## config.mk

```make
export PLATFORM = sky130hd
export DESIGN_NAME = fifo_uart_tx
export DESIGN_NICKNAME = d
export VERILOG_FILES = /design/src/rtl/fifo_uart_tx.sv
export SDC_FILE = /design/constraint.sdc
export NUM_CORES = 1
export LEC_CHECK = 0
export CELL_PAD_IN_SITES_DETAIL_PLACEMENT = 1
export CELL_PAD_IN_SITES_GLOBAL_PLACEMENT = 1
export CORE_MARGIN = 3
export CORE_UTILIZATION = 40
export DETAILED_ROUTE_END_ITERATION = 7
export PLACE_DENSITY_LB_ADDON = 0.3
export SKIP_LAST_GASP = 1
export SYNTH_ARGS = -nofsm -noshare
export SYNTH_HDL_FRONTEND = slang
export SYNTH_SLANG_ARGS = --single-unit
```

## constraint.sdc

```tcl
create_clock -name clk -period 1.85 [get_ports clk]
set_input_delay 0.37 -clock clk [delete_from_list [all_inputs] [get_ports clk]]
set_output_delay 0.37 -clock clk [all_outputs]
set_load 0.01 [all_outputs]
```

## src/rtl/fifo_uart_tx.sv

```systemverilog
// UART transmitter that drains an upstream 8-bit FIFO one byte at a time.
// Frame: start bit, 8 data bits LSB first, optional even parity, one stop bit.
module fifo_uart_tx #(
  parameter int CLKS_PER_BIT = 16,
  parameter bit PARITY_EN    = 1'b0
) (
  input  logic       clk,
  input  logic       rst,
  input  logic       fifo_empt,
  input  logic [7:0] fifo_data,
  output logic       fifo_rd_en,
  output logic       tx,
  output logic       busy,
  output logic       tx_done
);

  localparam int            CW      = $clog2(CLKS_PER_BIT);
  localparam logic [CW-1:0] CNT_MAX = CW'(CLKS_PER_BIT - 1);

  typedef enum logic [2:0] {
    IDLE,
    FETCH,
    LOAD,
    START,
    DATA,
    PARITY,
    STOP
  } state_t;

  state_t        state_reg, state_next;
  logic [CW-1:0] cnt_reg, cnt_next;
  logic [2:0]    bit_idx_reg, bit_idx_next;
  logic [7:0]    shift_reg, shift_next;
  logic          parity_reg, parity_next;
  logic          tx_reg, tx_next;
  logic          rd_en_reg, rd_en_next;
  logic          busy_reg, busy_next;
  logic          done_reg, done_next;
  logic          bit_end;

  assign bit_end = (cnt_reg == CNT_MAX);

  always_ff @(posedge clk) begin
    if (!rst) begin
      state_reg   <= IDLE;
      cnt_reg     <= '0;
      bit_idx_reg <= '0;
      shift_reg   <= '0;
      parity_reg  <= 1'b0;
      tx_reg      <= 1'b1;
      rd_en_reg   <= 1'b0;
      busy_reg    <= 1'b0;
      done_reg    <= 1'b0;
    end else begin
      state_reg   <= state_next;
      cnt_reg     <= cnt_next;
      bit_idx_reg <= bit_idx_next;
      shift_reg   <= shift_next;
      parity_reg  <= parity_next;
      tx_reg      <= tx_next;
      rd_en_reg   <= rd_en_next;
      busy_reg    <= busy_next;
      done_reg    <= done_next;
    end
  end

  always_comb begin
    state_next   = state_reg;
    bit_idx_next = bit_idx_reg;
    shift_next   = shift_reg;
    parity_next  = parity_reg;
    done_next    = 1'b0;

    case (state_reg)
      IDLE: begin
        if (!fifo_empt) state_next = FETCH;
      end
      FETCH: begin
        state_next = LOAD;
      end
      LOAD: begin
        shift_next   = fifo_data;
        parity_next  = 1'b0;
        bit_idx_next = '0;
        state_next   = START;
      end
      START: begin
        if (bit_end) state_next = DATA;
      end
      DATA: begin
        if (bit_end) begin
          shift_next   = {1'b0, shift_reg[7:1]};
          parity_next  = parity_reg ^ shift_reg[0];
          bit_idx_next = bit_idx_reg + 3'd1;
          if (bit_idx_reg == 3'd7) state_next = PARITY_EN ? PARITY : STOP;
        end
      end
      PARITY: begin
        if (bit_end) state_next = STOP;
      end
      STOP: begin
        if (bit_end) begin
          state_next = IDLE;
          done_next  = 1'b1;
        end
      end
      default: begin
        state_next = IDLE;
      end
    endcase

    // The baud counter restarts on every state change and wraps at each bit boundary.
    if (state_next != state_reg || bit_end) cnt_next = '0;
    else                                    cnt_next = cnt_reg + CW'(1);

    // Outputs are derived from the upcoming state so they leave the flops aligned with it.
    case (state_next)
      START:   tx_next = 1'b0;
      DATA:    tx_next = shift_next[0];
      PARITY:  tx_next = parity_next;
      default: tx_next = 1'b1;
    endcase
    rd_en_next = (state_next == FETCH);
    busy_next  = (state_next != IDLE);
  end

  assign fifo_rd_en = rd_en_reg;
  assign tx         = tx_reg;
  assign busy       = busy_reg;
  assign tx_done    = done_reg;

endmodule

```

# --- Word-level counts from Yosys, hierarchy flattened ---
# Cells that the tools add are included.
totals:
  inputBits: 11
  out_inout_bits: 4
  ff_bits: 23
  wordCells: 50
classes:
  bitwise_logic: 2
  muxes: 15
  n_eq_ne: 14
  n_reduce_logical: 7
  n_addsub: 2
op_table:
  columns: ["op", "count"]
  rows:
  - ["3-bit two-way mux", 7]
  - ["3-bit one-hot mux with 7 select lines", 1]
  - ["3-bit == test, second input constant", 6]
  - ["8-bit one-hot mux with 2 select lines", 1]
  - ["3-bit by 2-bit == test with 1-bit output, second input constant", 3]
  - ["8-bit two-way mux", 1]
  - ["3-bit by 1-bit == test with 1-bit output, second input constant", 2]
  - ["3-bit one-hot mux with 2 select lines", 1]
  - ["4-bit by 1-bit adder with 4-bit output, second input constant", 1]
  - ["4-bit == test, second input constant", 1]
  - ["2-bit AND reduction", 2]
  - ["3-bit by 1-bit adder with 3-bit output, second input constant", 1]
  - ["3-bit zero test", 1]
  - ["3-bit != test", 1]
  - ["1-bit one-hot mux with 3 select lines", 1]
  - ["3-bit nonzero test", 1]
  - ["1-bit two-way mux", 2]
  - ["2-bit != test, second input constant", 1]
  - ["1-bit one-hot mux with 2 select lines", 1]
  - ["2-bit nonzero test", 1]
  - ["2-bit OR reduction", 1]
  - ["1-bit logical OR", 1]
  - ["1-bit inverter", 1]
  - ["1-bit XOR", 1]

# --- Longest topological paths before layout ---
# Gate-level depths: netlist (run 1).
logic_depth:
  word_depth: 7
  ltp_mapped: 6
  mapped_depth_nobuf: 6

# --- Worst setup path before layout (run 1) ---
# OpenSTA, ideal clock, no wires.
synth_timing:
  path_type: "register to register"
  start: "register cnt_reg[0]"
  end: "register tx_reg, in the netlist tx"
  synth_period_minus_slack_ps: 1532
  path_buffers: 1
  arrival_time_ps: 1404
  setup_time_ps: 127
  stages_incl_launch_ff: 7
  required_time_ps: 1723
  setup_slack_ps: 318
  path_cell_list: "dfxtp_1 ha_1 and3_4 buf_6 or3b_1 o21ai_0 a2bb2oi_1"
synth_via:
  elab_chain_cells: 5
  word_cells_on_any_way: 14
  cone_classes: "eq/ne (4); mux (10)"
synth_lines:
  columns: ["item", "line_no", "source"]
  rows:
  - ["start: declaration", "31", "logic [CW-1:0] cnt_reg, cnt_next;"]
  - ["start signal: assignment", "56", "cnt_reg <= cnt_next;"]
  - ["4-bit == test *", "41", "assign bit_end = (cnt_reg == CNT_MAX);"]
  - ["3-bit two-way mux, on equally long branches", null, null]
  - ["3-bit one-hot mux with 7 select lines", "74", "case (state_reg)"]
  - ["3-bit == test or 3-bit by 2-bit == test with 1-bit output (tied branches)", "117", "case (state_next)"]
  - ["1-bit one-hot mux with 3 select lines *", "117", null]
  - ["end signal: assignment", "60", "tx_reg <= tx_next;"]
  - ["end: declaration", "35", "logic tx_reg, tx_next;"]
# Every way passes the cells marked *; elsewhere a longest branch is shown, timed or not. The select of a mux whose other input is x is not followed.
# A chain may end at the register's enable or synchronous reset.

# --- Worst setup path after layout (run 1) ---
layout_timing:
  start: "register cnt_reg[0]"
  end: "register shift_reg[7]"
layout_via:
  elab_chain_cells: 3
layout_lines:
  columns: ["item", "line_no", "source"]
  rows:
  - ["4-bit == test", "41", null]
  - ["2-bit != test (no line)", null, null]
  - ["2-bit AND reduction (no line)", null, null]
  - ["end signal: assignment", "58", "shift_reg <= shift_next;"]
  - ["end: declaration", "33", "logic [7:0] shift_reg, shift_next;"]
# Every way passes these cells.

==> results of run 1 <==
-- path summary, 6_finish.rpt --
| check | startpoint | endpoint | cells after the start |
|---|---|---|---|
| setup reg to reg | cnt_reg[0] | shift_reg[7] | 6 |
| setup / recovery | cnt_reg[0] | shift_reg[7] | 6 |
| hold / removal | cnt_reg[0] | cnt_reg[0] | 1 |
| hold reg to reg | cnt_reg[0] | cnt_reg[0] | 1 |
-- report_power, final --
part           leakage [nW]  switching [mW]  internal (mW)  total [mW]
Combinational         0.284          0.0610         0.0762       0.137
Sequential            0.187          0.0230          0.517       0.540
Clock                0.0150           0.160         0.0844       0.244
Total                 0.487           0.244          0.677       0.921
-- worst max-delay path, cell delays in order (launching register included) --
cell,delay (ps)
dfxtp_1,380
ha_1,240
nand3_1,150
nor3_1,310
buf_4,240
o21ai_1,80
and2_1,150
-- synth_stat cells, drive strengths merged, types with 4 or more instances --
| cell | count | area, sq um |
|---|---|---|
| buf | 5 | 31.3 |
| inv | 4 | 15.0 |
| nor2b | 6 | 37.5 |
| dfxtp | 23 | 460 |
| and2 | 4 | 25.0 |
| a21boi | 8 | 60.1 |
| a21oi | 7 | 38.8 |
| o21ai | 7 | 35.0 |
| nand2 | 12 | 45.0 |
| nor2 | 5 | 18.8 |
| a22oi | 6 | 45.0 |
-- routing by layer --
metal	vias up	global-route usage, %	wire, um
li1	471	-	-
met1	457	22.4	1220
met2	11	29.2	1290
met3	3	3.29	71
met4	0	3.31	17
met5	-	0	0
-- cell families after synthesis --
| group | count (synthesis) | synth area share, % |
|---|---|---|
| buffers and inverters | 12 | 5.21 |
| multiplexers | 2 | 1.93 |
| AO/OA/AOI/OAI | 38 | 23.4 |
| adder cells (fa/ha/maj) | 3 | 3.40 |
| AND/OR/NAND/NOR | 43 | 22.8 |
| XOR/XNOR | 2 | 1.59 |
| flip-flops | 23 | 41.7 |
-- metrics by stage --
| stage | instances | power, mW | area (sq um) | setup WS (ps) | hold slack (ps) |
|---|---|---|---|---|---|
| after floorplan | 123 | 0.621 | 1100 | 318 | 418 |
| after global placement | 167 | 0.679 | 1300 | 320 | 430 |
| after detailed placement | 167 | 0.685 | 1300 | 253 | 445 |
| after CTS | 171 | 0.930 | 1330 | 182 | 464 |
| after global routing | 171 | 0.969 | 1330 | 28.9 | 497 |
| final | 171 | 0.921 | 1330 | 201 | 463 |
-- placed cells by master, fill, tap and decap left out, types with 2 or more instances in the layout --
cell and instances:
dfxtp_1 23, clkdlybuf4s50_1 14, nand2_1 12, buf_4 8, a21boi_1 7, a21oi_1 6, nor2b_1 6, a22oi_1 6
nor2_1 5, inv_1 4, o21ai_1 4, and2_1 4, nand2b_1 3, nor3_1 3, a211oi_1 3, o21ai_0 3
ha_1 3, clkbuf_4 3, nand3_1 2, a31oi_1 2
-- final cells by class --
class                   count  area, sq um
repair buffers             22          200
clock buffers               4         26.3
inverters                   4         15.0
flip-flops and latches     23          460
multi-input cells          88          587
fillers                   307         1220
well taps                  30         37.5
==> metrics.txt, run 1 <==
outcome=finished, final reports clean; register bit total from synthesis=23; post-synthesis cell count=123; Num CTS Buffers=3; CTS Hold Bufs=0; CP Data Arrival Time=approximately 1900 ps; CTS Root Buffer Type=clkbuf_4; Die X=58.6 um; Slew HR=between 60% and 70%; yosys warns=0; DR WL/cell=~15 um; Slew @ Worst Pin=~460 ps; crit path launch type=flip-flop; clk slew on worst S/H paths=~140 ps; TritonCTS Sinks=23; buffers added on ports=14; max-cap violations=0; Tcrit/Tclk final=89.2%; RSZ-0062 raised after global routing=false; Final ANT Viol Nets=0; DR pass1 iterations=4; Peak supply drop=around 390 uV; Final min period=between 1500 and 2000 ps; Clock Path Buffers=2; antenna cells=0; global route overflow=0; floorplan row count=18; initial core utilization=between 40% and 50%; die area=between 3000 and 4000 sq um; GRT Overall Usage=between 15 and 20%; Area growth, synth to finish=20.0%; sequential share of the synthesized area=approximately two fifths; Detailed Place HPWL=1.90 mm; Max Clock Freq=between 0.6 and 0.7 GHz; DRC=0; post-synth cell types=39; Post CTS Setup Buffer Count=0; synthesized cell area=around 1100 sq um; Post-Route Utilization=a little over half; Pins Over Slew Limit=0; Core ar.=around 2500 sq um; R2R Setup Slk=around 200 ps; vias=942; crit end category=flip-flop; layout cells sized above 1=between 10% and 20%; Static Leak=0.487 nW; Critical Path Fanout Max=10; CP required=between 2000 and 2500 ps; initial antenna violation count=0; Top FF cell, synth=dfxtp_1; Setup CP Type=flip-flop to flip-flop; Layout Skew=~13 ps; depth of the CTS H-tree=1; vias per inst=5.51; Top Ports=15; syn_nets=around 140; largest net degree at the start of global routing=13; WL final=about 2.6 mm; endpoints failing setup=0; HP Class=flip-flop to flip-flop; drt initial violations=30; Post-synth EDFFs=0; Largest register FFs=8; setup TNS=0 ps; power density over the cells=roughly 700 nW/um^2; fin nets=between 150 and 200; CTS-repair resized insts=0; clock latency on the worst-skew pair=roughly 320 ps; global-route wire length before repair=between 4 and 5 mm; Avg Synthesized Cell Area=between 8 and 9 sq um; final hold violations=0; Die Height=around 60 um; CTS tree=done; RD Place Congestion=0.818; ys async rst share=0%; vias in the first global route=~990
No activity file was read; power rests on OpenSTA's default activity.
==> run 2: changes to the inputs <==
--- a/config.mk
+++ b/config.mk
@@ -5,12 +5,13 @@
 export SDC_FILE = /design/constraint.sdc
 export NUM_CORES = 1
 export LEC_CHECK = 0
+export ABC_AREA = 0
 export CELL_PAD_IN_SITES_DETAIL_PLACEMENT = 1
 export CELL_PAD_IN_SITES_GLOBAL_PLACEMENT = 1
 export CORE_MARGIN = 3
 export CORE_UTILIZATION = 40
 export DETAILED_ROUTE_END_ITERATION = 7
-export PLACE_DENSITY_LB_ADDON = 0.3
+export PLACE_DENSITY = 0.85
 export SKIP_LAST_GASP = 1
 export SYNTH_ARGS = -nofsm -noshare
 export SYNTH_HDL_FRONTEND = slang
==> run 2 against run 1 <==
Net effect:
- sequential cell count stayed put
- clock skew is 9.3 ps lower
- worst setup slack better by 26 ps
- global-route usage down 1.0 points
- sequential share of layout area is 0.16 points lower
- clock-buffer cell count fell by 1
- sequential power about the same
- core utilization up 0.25 points
- maximum frequency rose by 1.6%
- critical endpoint unchanged
- largest cell class unchanged
==> metrics.txt, run 2 (same netlist as run 1, synthesis figures left out) <==
Final ANT Viol Nets=0 (unchanged); CTS Root Buffer Type=clkbuf_4; commonest non-fill, non-tap cell in the layout=dfxtp_1; Critical Path Fanout Max=10 (unchanged); Slew HR=70.1% (+1.1 points); die area=3430 sq um (unchanged); outcome=finished, final reports clean; CP required=2070 ps (about the same); Layout Skew=4.15 ps (-9.29 ps); Final min period=1620 ps (-26.3 ps); Peak supply drop=609 uV (+55%); CTS Hold Bufs=0 (unchanged); biggest cell delay along the critical path=380 ps (about the same); setup TNS=0 ps (unchanged); crit end category=flip-flop; global route overflow=0 (unchanged); drt initial violations=23 (-23%); CP Data Arrival Time=1840 ps (-30 ps); R2R Setup Slk=230 ps (+30 ps); initial antenna violation count=0 (unchanged); layout cells sized above 1=12.8% (+1.4 points); global-route wire length before repair=4.26 mm (-6.8%); Die X=58.6 um (unchanged); max-cap violations=0 (unchanged); Clock Path Buffers=2 (unchanged); Num CTS Buffers=3 (unchanged); Setup CP Type=flip-flop to flip-flop; final hold slack=467 ps (+4.57 ps); RD Place Congestion=0.845 (+3.3%); most used cells in the layout excluding fill and tap cells=dfxtp_1, clkdlybuf4s50_1, nand2_1, buf_4, a21boi_1; worst hold path startpoint=shift_reg[4]; crit path max-delay cell type=dfxtp_1; Area growth, synth to finish=20.6%; CTS tree=done; depth of the CTS H-tree=1 (unchanged); clock latency on the worst-skew pair=310 ps (about the same); Reg2Reg Depth=6 (unchanged); Slew @ Worst Pin=448 ps (-16.4 ps); vias per inst=5.42 (-1.6%); HP Class=flip-flop to flip-flop; GRT Overall Usage=16.1% (-1.0 points); largest net degree at the start of global routing=14 (+1); Fillers=291 (-5.2%); clk slew on worst S/H paths=130 ps (about the same); WL final=2.47 mm (-5.0%); vias in the first global route=955 (-3.1%); antenna cells=0 (unchanged); buffers added on ports=14 (unchanged); Max Clock Freq=0.616 GHz (+1.6%); Largest register FFs=8 (unchanged); crit path launch type=flip-flop; RSZ-0062 raised after global routing=false; DR WL/cell=14.5 um (-5.0%); DRC=0 (unchanged); Critical R2R Launch=cnt_reg[0]; vias=927 (-1.6%); Top Ports=15 (unchanged); Die Height=58.6 um (unchanged); Hold EP=shift_reg[4]; Pins Over Slew Limit=0 (unchanged); TritonCTS Sinks=23 (unchanged); Core ar.=2540 sq um (unchanged); crit-path cells=ha_1, nand3_1, nor3_2, buf_4, o21ai_1, and2_1; final hold violations=0 (unchanged); hold path depth=2 (+1); initial core utilization=43.4% (unchanged); Static Leak=0.490 nW (+0.66%); power density over the cells=683 nW/um^2 (-1.7%); DR pass1 iterations=4 (unchanged); fin nets=156 (unchanged); endpoints failing setup=0 (unchanged); Detailed Place HPWL=1.90 mm (-0.11%); worst r2r dst=shift_reg[7]; floorplan row count=18 (unchanged); Tcrit/Tclk final=87.7% (-1.4 points)
-- run 2: changes by cell type in the layout (fill, tap and decap cells not counted) --
cell	before	now
clkbuf_1	1	0
clkinv_2	0	1
nor3_1	3	2
nor3_2	0	1
-- run 2: final cells by class --
type,instances,area (sq um),area share (%)
Multi-Input combinational cell,88,592,44.4
Sequential cell,23,460,34.6
Timing Repair Buffer,22,200,15.0
Tap cell,30,37.5,2.82
Clock buffer,3,22.5,1.69
Inverter,4,15.0,1.13
Clock inverter,1,5.00,0.376
-- run 2: repair_timing --
action                     4_1_cts  5_1_grt
buffers inserted                 0        0
setup endpoints to repair        0        2
gates resized for setup          0        1
-- run 2: critical path, delay by kind of cell (launching register included) --
family	cells	cell delay, ps
AOI/OAI and AO/OA	1	90
buffers and inverters	1	210
and+or+nand+nor	3	600
adders and majority gates	1	250
DFF	1	380
-- run 2: stage by stage --
| step | area [sq um] | setup slack, ps | power, mW | util (%) | cells |
|---|---|---|---|---|---|
| final | 1330 | 227 | 0.910 | 52.4 | 171 |
| after floorplan | 1100 | 318 | 0.621 | - | 123 |
| after global routing | 1330 | 76.9 | 0.959 | 52.4 | 171 |
| after detailed placement | 1300 | 177 | 0.687 | 51.1 | 167 |
| after CTS | 1330 | 152 | 0.923 | 52.2 | 171 |
| after global placement | 1300 | 321 | 0.679 | 51.1 | 167 |
-- run 2: how the worst max path moves through the flow --
| stage | from | to | cells past startpoint |
|---|---|---|---|
| global placement | cnt_reg[0] | tx | 5 |
| finish | cnt_reg[0] | shift_reg[7] | 6 |
| CTS | cnt_reg[0] | shift_reg[7] | 6 |
| floorplan | cnt_reg[0] | tx | 6 |
| global route | cnt_reg[0] | shift_reg[7] | 6 |
| detailed placement | cnt_reg[0] | shift_reg[7] | 6 |
-- run 2: metal layers --
metal	global-route usage (%)	vias to the layer above	routed length (um)
li1	-	469	-
met1	20.1	442	1180
met2	26.2	12	1170
met3	5.26	4	97
met4	4.97	0	23
met5	0	-	0
-- run 2: where the power goes --
part           total, mW  internal [mW]  switching (mW)
Clock              0.235         0.0809           0.154
Sequential         0.537          0.517          0.0203
Combinational      0.138         0.0773          0.0611
Total              0.910          0.675           0.235
